**src/rtl/mem_stage_lsu_pkg.sv**
```systemverilog
// Shared pipeline bundle types for the MEM stage and its neighbours.
// EX/MEM and MEM/WB flow structs, LSU state and funct3 codes.
package pipeline_flow;

  localparam int XLEN = 32;

  localparam logic [2:0] F3_B  = 3'b000;
  localparam logic [2:0] F3_H  = 3'b001;
  localparam logic [2:0] F3_W  = 3'b010;
  localparam logic [2:0] F3_BU = 3'b100;
  localparam logic [2:0] F3_HU = 3'b101;

  typedef struct packed {
    logic       RegWrite;
    logic [1:0] WbSel;
    logic [4:0] rd;
  } wb_ctrl_t;

  typedef struct packed {
    logic       MemRead;
    logic       MemWrite;
    logic [2:0] funct3;
  } mem_ctrl_t;

  typedef struct packed {
    logic [XLEN-1:0] alu_result;
    logic [XLEN-1:0] rs2_data;
    logic [XLEN-1:0] pc_incr;
    logic [XLEN-1:0] pc_offset;
    mem_ctrl_t       mem_ctrl;
    wb_ctrl_t        wb_ctrl;
  } ex_mem_flow_t;

  typedef struct packed {
    wb_ctrl_t        wb_ctrl;
    logic [XLEN-1:0] alu_result;
    logic [XLEN-1:0] pc_incr;
    logic [XLEN-1:0] pc_offset;
    logic [XLEN-1:0] mem_data;
    logic            misalign;
  } mem_wb_flow_t;

  typedef enum logic {
    IDLE,
    BUSY
  } lsu_state_e;

  function automatic mem_wb_flow_t pass_flow(
    input ex_mem_flow_t f
  );
    mem_wb_flow_t o;
    o            = '0;
    o.wb_ctrl    = f.wb_ctrl;
    o.alu_result = f.alu_result;
    o.pc_incr    = f.pc_incr;
    o.pc_offset  = f.pc_offset;
    return o;
  endfunction

endpackage

```
**src/rtl/mem_stage_lsu_if.sv**
```systemverilog
// Data-memory req/ack port between the LSU (master) and memory (slave).
// Request fields stay stable from req rise until the one-cycle ack.
interface mem_stage_lsu_if;
  import pipeline_flow::*;

  logic            req;
  logic            we;
  logic [XLEN-1:0] addr;
  logic [XLEN-1:0] wdata;
  logic [3:0]      be;
  logic            ack;
  logic [XLEN-1:0] rdata;

  modport master (
    output req, we, addr, wdata, be,
    input  ack, rdata
  );

  modport slave (
    input  req, we, addr, wdata, be,
    output ack, rdata
  );

endinterface

```
**src/rtl/mem_stage_lsu_align.sv**
```systemverilog
// Byte-lane alignment for stores and load extension (combinational).
// LSU_MISALIGN_TRAP_EN: flag misaligned accesses instead of masking.
module lsu_align
  import pipeline_flow::*;
(
  input  logic [2:0]      funct3_i,
  input  logic [1:0]      a_i,
  input  logic [XLEN-1:0] rs2_i,
  input  logic [XLEN-1:0] rdata_i,
  output logic [3:0]      be_o,
  output logic [XLEN-1:0] wdata_o,
  output logic [XLEN-1:0] ldata_o,
  output logic            misal_o
);

  logic        is_h;
  logic        is_w;
  logic [1:0]  a_eff;
  logic [7:0]  byte_s;
  logic [15:0] half_s;

  assign is_h = (funct3_i == F3_H) || (funct3_i == F3_HU);
  assign is_w = (funct3_i == F3_W);

`ifdef LSU_MISALIGN_TRAP_EN
  assign misal_o = (is_h && a_i[0]) || (is_w && (a_i != 2'b00));
  assign a_eff   = a_i;
`else
  assign misal_o = 1'b0;
  // Drop the offending low bits so the access lands naturally aligned.
  always_comb begin
    a_eff = a_i;
    if (is_h) a_eff = {a_i[1], 1'b0};
    if (is_w) a_eff = 2'b00;
  end
`endif

  always_comb begin
    byte_s = rdata_i[7:0];
    case (a_eff)
      2'd1:    byte_s = rdata_i[15:8];
      2'd2:    byte_s = rdata_i[23:16];
      2'd3:    byte_s = rdata_i[31:24];
      default: byte_s = rdata_i[7:0];
    endcase
    half_s = a_eff[1] ? rdata_i[31:16] : rdata_i[15:0];
  end

  always_comb begin
    be_o    = 4'b1111;
    wdata_o = rs2_i;
    ldata_o = rdata_i;
    case (funct3_i)
      F3_B: begin
        be_o    = 4'b0001 << a_eff;
        wdata_o = {4{rs2_i[7:0]}};
        ldata_o = {{24{byte_s[7]}}, byte_s};
      end
      F3_H: begin
        be_o    = 4'b0011 << {a_eff[1], 1'b0};
        wdata_o = {2{rs2_i[15:0]}};
        ldata_o = {{16{half_s[15]}}, half_s};
      end
      F3_BU:   ldata_o = {24'd0, byte_s};
      F3_HU:   ldata_o = {16'd0, half_s};
      default: ;
    endcase
  end

endmodule

```
**src/rtl/mem_stage_lsu.sv**
```systemverilog
// MEM stage: drives the req/ack data port and owns the MEM/WB register.
// LSU_MISALIGN_TRAP_EN: misaligned accesses trap instead of being masked.
module mem_stage_lsu
  import pipeline_flow::*;
(
  input  logic         clk,
  input  logic         rst_n,
  input  logic         in_valid,
  input  ex_mem_flow_t inflow,
  output logic         stall,
  output logic         out_valid,
  output mem_wb_flow_t outflow,
  output logic         trap,
  mem_stage_lsu_if.master dmem
);

  lsu_state_e      state_q, state_d;
  logic            req_q, req_d;
  logic            we_q, we_d;
  logic [XLEN-1:0] addr_q, addr_d;
  logic [XLEN-1:0] wdata_q, wdata_d;
  logic [3:0]      be_q, be_d;
  logic [2:0]      f3_q, f3_d;
  logic [1:0]      alo_q, alo_d;
  logic            ov_q, ov_d;
  mem_wb_flow_t    of_q, of_d;
  logic            trap_q, trap_d;
  logic            stall_c;

  logic            busy;
  logic            mem_op;
  logic [2:0]      al_f3;
  logic [1:0]      al_a;
  logic [3:0]      al_be;
  logic [XLEN-1:0] al_wdata;
  logic [XLEN-1:0] al_ldata;
  logic            al_misal;

  assign busy   = (state_q == BUSY);
  assign mem_op = in_valid &&
                  (inflow.mem_ctrl.MemRead || inflow.mem_ctrl.MemWrite);

  // One aligner: store lanes while issuing, load format while waiting.
  assign al_f3 = busy ? f3_q  : inflow.mem_ctrl.funct3;
  assign al_a  = busy ? alo_q : inflow.alu_result[1:0];

  lsu_align u_align (
    .funct3_i (al_f3),
    .a_i      (al_a),
    .rs2_i    (inflow.rs2_data),
    .rdata_i  (dmem.rdata),
    .be_o     (al_be),
    .wdata_o  (al_wdata),
    .ldata_o  (al_ldata),
    .misal_o  (al_misal)
  );

  always_ff @(posedge clk or negedge rst_n) begin
    if (!rst_n) state_q <= IDLE;
    else        state_q <= state_d;
  end

  always_comb begin
    state_d = state_q;
    unique case (state_q)
      IDLE: if (mem_op && !al_misal) state_d = BUSY;
      BUSY: if (dmem.ack)            state_d = IDLE;
      default:                       state_d = IDLE;
    endcase
  end

  always_comb begin
    req_d   = req_q;
    we_d    = we_q;
    addr_d  = addr_q;
    wdata_d = wdata_q;
    be_d    = be_q;
    f3_d    = f3_q;
    alo_d   = alo_q;
    of_d    = of_q;
    ov_d    = 1'b0;
    trap_d  = 1'b0;
    stall_c = 1'b0;
    unique case (state_q)
      IDLE: begin
        if (mem_op && al_misal) begin
          ov_d                 = 1'b1;
          trap_d               = 1'b1;
          of_d                 = pass_flow(inflow);
          of_d.misalign        = 1'b1;
          of_d.wb_ctrl.RegWrite = 1'b0;
        end else if (mem_op) begin
          stall_c = 1'b1;
          req_d   = 1'b1;
          we_d    = inflow.mem_ctrl.MemWrite;
          addr_d  = {inflow.alu_result[XLEN-1:2], 2'b00};
          wdata_d = al_wdata;
          be_d    = inflow.mem_ctrl.MemWrite ? al_be : 4'b1111;
          f3_d    = inflow.mem_ctrl.funct3;
          alo_d   = inflow.alu_result[1:0];
          of_d    = pass_flow(inflow);
        end else if (in_valid) begin
          ov_d = 1'b1;
          of_d = pass_flow(inflow);
        end
      end
      BUSY: begin
        stall_c = !dmem.ack;
        if (dmem.ack) begin
          req_d         = 1'b0;
          ov_d          = 1'b1;
          of_d.mem_data = we_q ? '0 : al_ldata;
        end
      end
      default: ;
    endcase
  end

  always_ff @(posedge clk or negedge rst_n) begin
    if (!rst_n) begin
      req_q   <= 1'b0;
      we_q    <= 1'b0;
      addr_q  <= '0;
      wdata_q <= '0;
      be_q    <= '0;
      f3_q    <= '0;
      alo_q   <= '0;
      ov_q    <= 1'b0;
      of_q    <= '0;
      trap_q  <= 1'b0;
    end else begin
      req_q   <= req_d;
      we_q    <= we_d;
      addr_q  <= addr_d;
      wdata_q <= wdata_d;
      be_q    <= be_d;
      f3_q    <= f3_d;
      alo_q   <= alo_d;
      ov_q    <= ov_d;
      of_q    <= of_d;
      trap_q  <= trap_d;
    end
  end

  assign stall      = rst_n && stall_c;
  assign out_valid  = ov_q;
  assign outflow    = of_q;
  assign trap       = trap_q;
  assign dmem.req   = req_q;
  assign dmem.we    = we_q;
  assign dmem.addr  = addr_q;
  assign dmem.wdata = wdata_q;
  assign dmem.be    = be_q;

endmodule

```
**src/flat_wrapper.sv**
```systemverilog
// flat-port wrapper written by rule: the top's interface ports become plain ports
module mem_stage_lsu_flat import pipeline_flow::*;
  (clk, rst_n, in_valid, inflow, stall, out_valid, outflow, trap, dmem_req, dmem_we, dmem_addr, dmem_wdata, dmem_be, dmem_ack, dmem_rdata);
  mem_stage_lsu_if dmem_i ();
  input  logic clk;
  input  logic rst_n;
  input  logic in_valid;
  input  ex_mem_flow_t inflow;
  output logic stall;
  output logic out_valid;
  output mem_wb_flow_t outflow;
  output logic trap;
  output wire logic [$bits(dmem_i.req)-1:0] dmem_req;
  output wire logic [$bits(dmem_i.we)-1:0] dmem_we;
  output wire logic [$bits(dmem_i.addr)-1:0] dmem_addr;
  output wire logic [$bits(dmem_i.wdata)-1:0] dmem_wdata;
  output wire logic [$bits(dmem_i.be)-1:0] dmem_be;
  input wire logic [$bits(dmem_i.ack)-1:0] dmem_ack;
  input wire logic [$bits(dmem_i.rdata)-1:0] dmem_rdata;
  assign dmem_req = dmem_i.req;
  assign dmem_we = dmem_i.we;
  assign dmem_addr = dmem_i.addr;
  assign dmem_wdata = dmem_i.wdata;
  assign dmem_be = dmem_i.be;
  assign dmem_i.ack = dmem_ack;
  assign dmem_i.rdata = dmem_rdata;
  mem_stage_lsu u_core (.clk(clk), .rst_n(rst_n), .in_valid(in_valid), .inflow(inflow), .stall(stall), .out_valid(out_valid), .outflow(outflow), .trap(trap), .dmem(dmem_i));
endmodule
```
**config.mk**
```make
export PLATFORM = sky130hd
export DESIGN_NAME = mem_stage_lsu_flat
export DESIGN_NICKNAME = d
export VERILOG_FILES = /design/src/rtl/mem_stage_lsu_pkg.sv /design/src/rtl/mem_stage_lsu_if.sv /design/src/rtl/mem_stage_lsu_align.sv /design/src/rtl/mem_stage_lsu.sv /design/src/flat_wrapper.sv
export SDC_FILE = /design/constraint.sdc
export NUM_CORES = 1
export LEC_CHECK = 0
export BUFFER_PORTS_ARGS = -buffer_cell sky130_fd_sc_hd__buf_4
export CAP_MARGIN = 20
export CORE_AREA = 5 5 148 150
export DETAILED_ROUTE_END_ITERATION = 10
export DIE_AREA = 0 0 153 155
export HOLD_SLACK_MARGIN = 0.06
export MAX_ROUTING_LAYER = met4
export PLACE_DENSITY = 0.76
export SETUP_SLACK_MARGIN = 0.15
export SYNTH_ARGS = -nofsm -noshare
export SYNTH_HDL_FRONTEND = slang
export SYNTH_SLANG_ARGS = --single-unit
```
**constraint.sdc**
```tcl
create_clock -name clk -period 2.4 [get_ports clk]
set_input_delay 0.36 -clock clk [delete_from_list [all_inputs] [get_ports clk]]
set_output_delay 0.36 -clock clk [all_outputs]
set_load 0.02 [all_outputs]
```
== Yosys cells after proc, flatten, opt, wreduce, memory -nomap -nowiden ==
Cells that the tools add are included.

* Register bits after elaboration: 212
* Bits of input ports: 177
* Output and inout port bits: 210

* Eq/ne operators: 10
* Shifts and indexed selects: 2
* Multiplexer cells: 26
* Bitwise logic cells: 1
* Reduce and logical (&&, ||, !) cells: 11

{| class="wikitable"
|+ Operator list
! kind !! number
|-
| $mux W137 || 2
|-
| $pmux W32 S2 || 2
|-
| $pmux W32 S4 || 1
|-
| $mux W32 || 2
|-
| $pmux W8 S3 || 1
|-
| $mux W16 || 1
|-
| $mux W1 || 8
|-
| $pmux W1 S2 || 4
|-
| $pmux W4 S2 || 1
|-
| $reduce_and A2 Y1 || 4
|-
| $eq A3 B3 Y1 const B || 2
|-
| $eq A2 B2 Y1 const B || 2
|-
| $mux W2 || 2
|-
| $mux W4 || 1
|-
| $shl A1 B2 Y4 const A || 1
|-
| $shl A2 B2 Y4 const A || 1
|-
| $eq A3 B1 Y1 const B || 1
|-
| $eq A3 B2 Y1 const B || 1
|-
| $logic_not A3 Y1 || 1
|-
| $mux W3 || 1
|-
| $ne A3 B2 Y1 const B || 1
|-
| $eq A2 B1 Y1 const B || 1
|-
| $logic_and A1 B1 Y1 || 2
|-
| $logic_or A1 B1 Y1 || 2
|-
| other kinds (5) || 5
|}

== Logic depth before layout (Yosys ltp) ==
* Word-level depth: 11
* Depth in mapped cells: 9

== Hierarchy ==
Synthesis repeated with hierarchy kept, for this count alone.

* Cell total of the unflattened synthesis: 888
* Area total of the unflattened synthesis: 9243.9 um^2

{| class="wikitable"
|+ Modules (own cells, without submodules)
! module !! times used !! cells an instance !! area each (um^2) !! sequential area each (um^2)
|-
| mem_stage_lsu || 1 || 696 || 7996.4 || 5330.1
|-
| lsu_align || 1 || 192 || 1247.4 || 0.0
|}

== Worst setup path after synthesis ==
OpenSTA, ideal clock, no wires.

* Kind: flip-flop to flip-flop
* Start: register u_core.state_q, in the netlist u_core.busy
* End: register u_core.of_q (netlist bit u_core.outflow[18])
* Arrival time: 1.695 ns
* Path slack: 0.579 ns
* Cell stages (with the launch flop): 9
* Path buffers: 3
* Clock period less this slack: 1.821 ns
* Cell sequence: dfrtp_1 -> buf_6 -> mux2_4 -> buf_6 -> o211ai_2 -> o221ai_4 -> o2111ai_4 -> buf_6 -> nand3_2

* Word-level cells in the longest chain between the ends: 11
* Elaborated cells on any way between the ends: 23
* Those cells by class: 9 x eq/ne; 10 x mux; 1 x bitwise; 3 x reduce/logical

{| class="wikitable"
|+ RTL lines
! what !! line !! text
|-
| from (decl) || mem_stage_lsu.sv:17 || <nowiki>lsu_state_e state_q, state_d;</nowiki>
|-
| from (signal assigned) || mem_stage_lsu.sv:60 || <nowiki>else state_q <= state_d;</nowiki>
|-
| $mux W3 || mem_stage_lsu.sv:44 || <nowiki>assign al_f3 = busy ? f3_q : inflow.mem_ctrl.funct3;</nowiki>
|-
| $eq A3 B1 Y1 / $eq A3 B3 Y1 (equally long branches) || mem_stage_lsu_align.sv:22, mem_stage_lsu_align.sv:53 ||
|-
| $logic_or A1 B1 Y1 || mem_stage_lsu_align.sv:22 || <nowiki>assign is_h = (funct3_i == F3_H) || (funct3_i == F3_HU);</nowiki>
|-
| $mux W1 || mem_stage_lsu_align.sv:33 || <nowiki>if (is_h) a_eff = {a_i[1], 1'b0};</nowiki>
|-
| $mux W2 || mem_stage_lsu_align.sv:34 || <nowiki>if (is_w) a_eff = 2'b00;</nowiki>
|-
| $eq A2 B2 Y1 / $eq A2 B1 Y1 (equally long branches) || mem_stage_lsu_align.sv:40 || <nowiki>case (a_eff)</nowiki>
|-
| $pmux W8 S3 || mem_stage_lsu_align.sv:40 ||
|-
| $pmux W32 S4 || mem_stage_lsu_align.sv:53 || <nowiki>case (funct3_i)</nowiki>
|-
| $mux W32 || mem_stage_lsu.sv:112 || <nowiki>of_d.mem_data = we_q ? '0 : al_ldata;</nowiki>
|-
| $mux W32 || mem_stage_lsu.sv:109 || <nowiki>if (dmem.ack) begin</nowiki>
|-
| $pmux W32 S2 || mem_stage_lsu.sv:84 || <nowiki>unique case (state_q)</nowiki>
|-
| to (signal assigned) || mem_stage_lsu.sv:129 || <nowiki>of_q <= '0;</nowiki>
|-
| to (signal assigned) || mem_stage_lsu.sv:140 || <nowiki>of_q <= of_d;</nowiki>
|-
| to (decl) || mem_stage_lsu.sv:26 || <nowiki>mem_wb_flow_t of_q, of_d;</nowiki>
|}

Several ways; a longest one is shown, not always the timed one. The select of a mux whose other input is x is not followed.
A chain may end at the register's enable or synchronous reset.

== Worst setup path after layout ==
* Start: register u_core.state_q, in the netlist u_core.busy
* End: output port stall

* Word-level cells in the longest chain between the ends: 3

{| class="wikitable"
|+ RTL lines
! what !! line !! text
|-
| $not A1 Y1 (no source line) || n/a ||
|-
| $pmux W1 S2 * || mem_stage_lsu.sv:84 ||
|-
| via u_core.stall_c || mem_stage_lsu.sv:28 || <nowiki>logic stall_c;</nowiki>
|-
| $logic_and A1 B1 Y1 * || mem_stage_lsu.sv:145 || <nowiki>assign stall = rst_n && stall_c;</nowiki>
|-
| to (decl) || flat_wrapper.sv:9 || <nowiki>output logic stall;</nowiki>
|}

The timed path passes the listed nets; every way through them passes the cells marked *.

==> results.cfg <==
[outcome]
status = complete, no violations

[sta]
period_minus_slack_ns = 2.12
setup_viol = 0
fin_tns_setup_ns = 0
worstMarginPinSlew_ns = 0.701
fin_ws_ns = 0.280
slew-limit-headroom = 0.533
slew_violations = 0
layout_worst_path_cycle_share = 0.883
finalHoldViolCount = 0
finClkSkew_ns = 0.00567
rsz0062_at_grt = no
fmax_mhz = 472

[layout]
layout_commonest_cell = buf_4
stdcell_count = 1497
final_util = 0.659
final_cell_mix = 395 x buf_4, 210 x dfrtp_1, 189 x nand2_1, 107 x mux2_2, 44 x dlygate4sd3_1
area_growth_pct = 49.4
layout-drive-gt1-share = 0.476
nets = 1380

[detailed_routing]
post-route-drc-count = 0
via_per_inst = 5.12
wl_per_cell_um = 19.4
via_count = 7667
drtIter0Drc = 352
ant_nets = 0
firstDrtPassIters = 5
wirelength_mm = 29.0

[synth]
postSynthAreaPerCell_um2 = 11.6
ys.flop_type = dfrtp_1
synth-seq-area-share = 0.583
postSynthCellCount = 780
ys_seq_elements = 211
synthesis.area_um2 = 9060
ys_types = 50
ys_warn_count = 0
synthArstFlopShare = 1.00
synth_edf_count = 0

[critical_path]
critical_path.cell_chain = nor2b_4 -> o21ai_4 -> o21ai_1 -> and2_1 -> buf_4
cp-end-kind = output port
cpMaxStageDelayCell = dfrtp_2
crit_required_ns = 2.04
arrival_ns = 1.76
cp_max_fo = 12
cp_slowest_stage_delay_ns = 0.45
cp-start-kind = register
critPathKind = register to output port

[clocking]
clock_latency_ns = 0.51
cts_inserted_buffers = 24
cts_root_buf = clkbuf_16
cts_tree = built
h-tree-depth = 1
cts_buffer_depth = 3
cts.clk_slew.worst_paths_ns = 0.06
clock-sinks = 211

[floorplan]
io_pins = 387
dieArea_um2 = 23700
rows = 53
die_x_um = 153
fp.dieH_um = 155
core_area_um2 = 20600
start_util = 0.441

[placed_design]
pre_cts_ws_ns = 0.178
dpl.hpwl_mm = 20.8
io_buffers = 382
dp_cells = 1407
globalplace.congestion = 0.898

[grt]
grt_pass1_vias = 8200
grt_pass1_wl_mm = 45.0
grt_usage = 0.242
grt_start_max_net_pins = 118
gr-total-overflow = 0
antenna_found_initial = 1

[pwr]
clockPowerShare = 0.286
ir_drop_v = 0.000639
p_int_mw = 8.39
p_leak_nw = 6.79
power_frac_comb = 0.335
power_frac_seq = 0.379
power-per-cell-area_nw_per_um2 = 934
power.switching_mw = 4.25
swShare = 0.336

[hold_path]
hp-class = input port to register

[job]
drv_cap = 0
-- layer usage --
layer / GRT usage / part of all wire / up-vias
met1: 0.286 / 0.38 / 3722
met4: 0.0751 / 0.031 / 0
li1: - / - / 3536
met3: 0.0623 / 0.084 / 63
met5: - / 0 / -
met2: 0.409 / 0.51 / 346
-- synth_stat cells (5+ instances only) --
cell | instances | share of area
dfrtp_1 | 211 | 0.58
nand2_1 | 189 | 0.078
mux2_2 | 107 | 0.13
o21ai_0 | 42 | 0.023
mux2i_1 | 29 | 0.032
buf_2 | 20 | 0.011
clkbuf_1 | 19 | 0.0079
nor2_1 | 18 | 0.0075
a22oi_1 | 17 | 0.014
a21oi_1 | 16 | 0.0088
nand3_1 | 14 | 0.0077
nand3_2 | 10 | 0.011
o21ai_1 | 9 | 0.0050
o221ai_1 | 7 | 0.0068
a32oi_1 | 6 | 0.0058
o211ai_1 | 6 | 0.0050
buf_4 | 5 | 0.0041
-- final timing paths --
path	start	end	slack (ns)	depth (start not counted)
worst max-delay path	u_core.busy	stall	0.28	5
worst min-delay path	inflow[111]	u_core.dmem.addr[2]	0.07	3
worst max register to register	u_core.busy	u_core.outflow[30]	0.33	7
worst min register to register	u_core.dmem.addr[18]	u_core.dmem.addr[18]	0.48	2
max in group asynchronous	rst_n	u_core.outflow[115]	1.33	3
min in group asynchronous	rst_n	u_core.outflow[10]	0.50	3
-- layout make-up --
cell class                      instances  area [µm²]
Clock inverter                          7        73.8
Clock buffer                           37         719
Multi-Input combinational cell        515        3540
Inverter                                4        15.0
Sequential cell                       211        5280
Tap cell                              275         344
Antenna cell                            1        2.50
Timing Repair Buffer                  447        3560
Fill cell                            1562        7020
-- power by group through the flow --
stage / logic, mW / registers (mW) / clock network [mW]
finish: 4.24 / 4.79 / 3.62
global route: 4.52 / 4.88 / 3.84
CTS: 4.25 / 4.77 / 3.69
detailed placement: 4.17 / 4.82 / 0
global placement: 4.13 / 4.78 / 0
floorplan: 1.28 / 5.67 / 0
-- worst max-delay path, delay by kind of cell, from the launching register on --
family | cells | cell delay [ns]
flip-flops | 1 | 0.45
AO/OA/AOI/OAI | 2 | 0.34
AND/OR/NAND/NOR | 2 | 0.32
buffers and inverters | 1 | 0.13
-- what timing repair did --
item / in CTS / in global routing
setup endpoints to repair: 1 / 24
resized for setup: 1 / 5
hold buffers: 44 / 0
setup buffers: 1 / 0
hold endpoints to repair: 254 / 0
-- flip-flops by register name, summed over array words and instances (netlist names) --
register           count
u_core.outflow       136
u_core.dmem.wdata     32
u_core.dmem.addr      30
u_core.dmem.be         4
u_core.f3_q            3
u_core.alo_q           2
u_core.busy            1
u_core.dmem.req        1
u_core.dmem.we         1
u_core.out_valid       1
-- logic make-up after synthesis --
group,after synthesis,share of synthesized area
AOI/OAI and AO/OA,116,0.0875
other,1,0.000414
muxes,139,0.170
DFF,211,0.583
buffers and inverters,57,0.0335
and+or+nand+nor,256,0.126
-- metrics by stage --
| stage | total power [mW] | area (µm²) | hold slack (ns) |
|---|---|---|---|
| after CTS | 12.7 | 13500 | 0.0605 |
| after global placement | 8.91 | 12300 | 0.459 |
| after global routing | 13.2 | 13500 | 0.0684 |
| after floorplan | 6.96 | 9070 | 0.0644 |
| after detailed placement | 8.99 | 12300 | 0.463 |
| final | 12.6 | 13500 | 0.0716 |
Note: power is estimated with default switching activity, not from simulation.
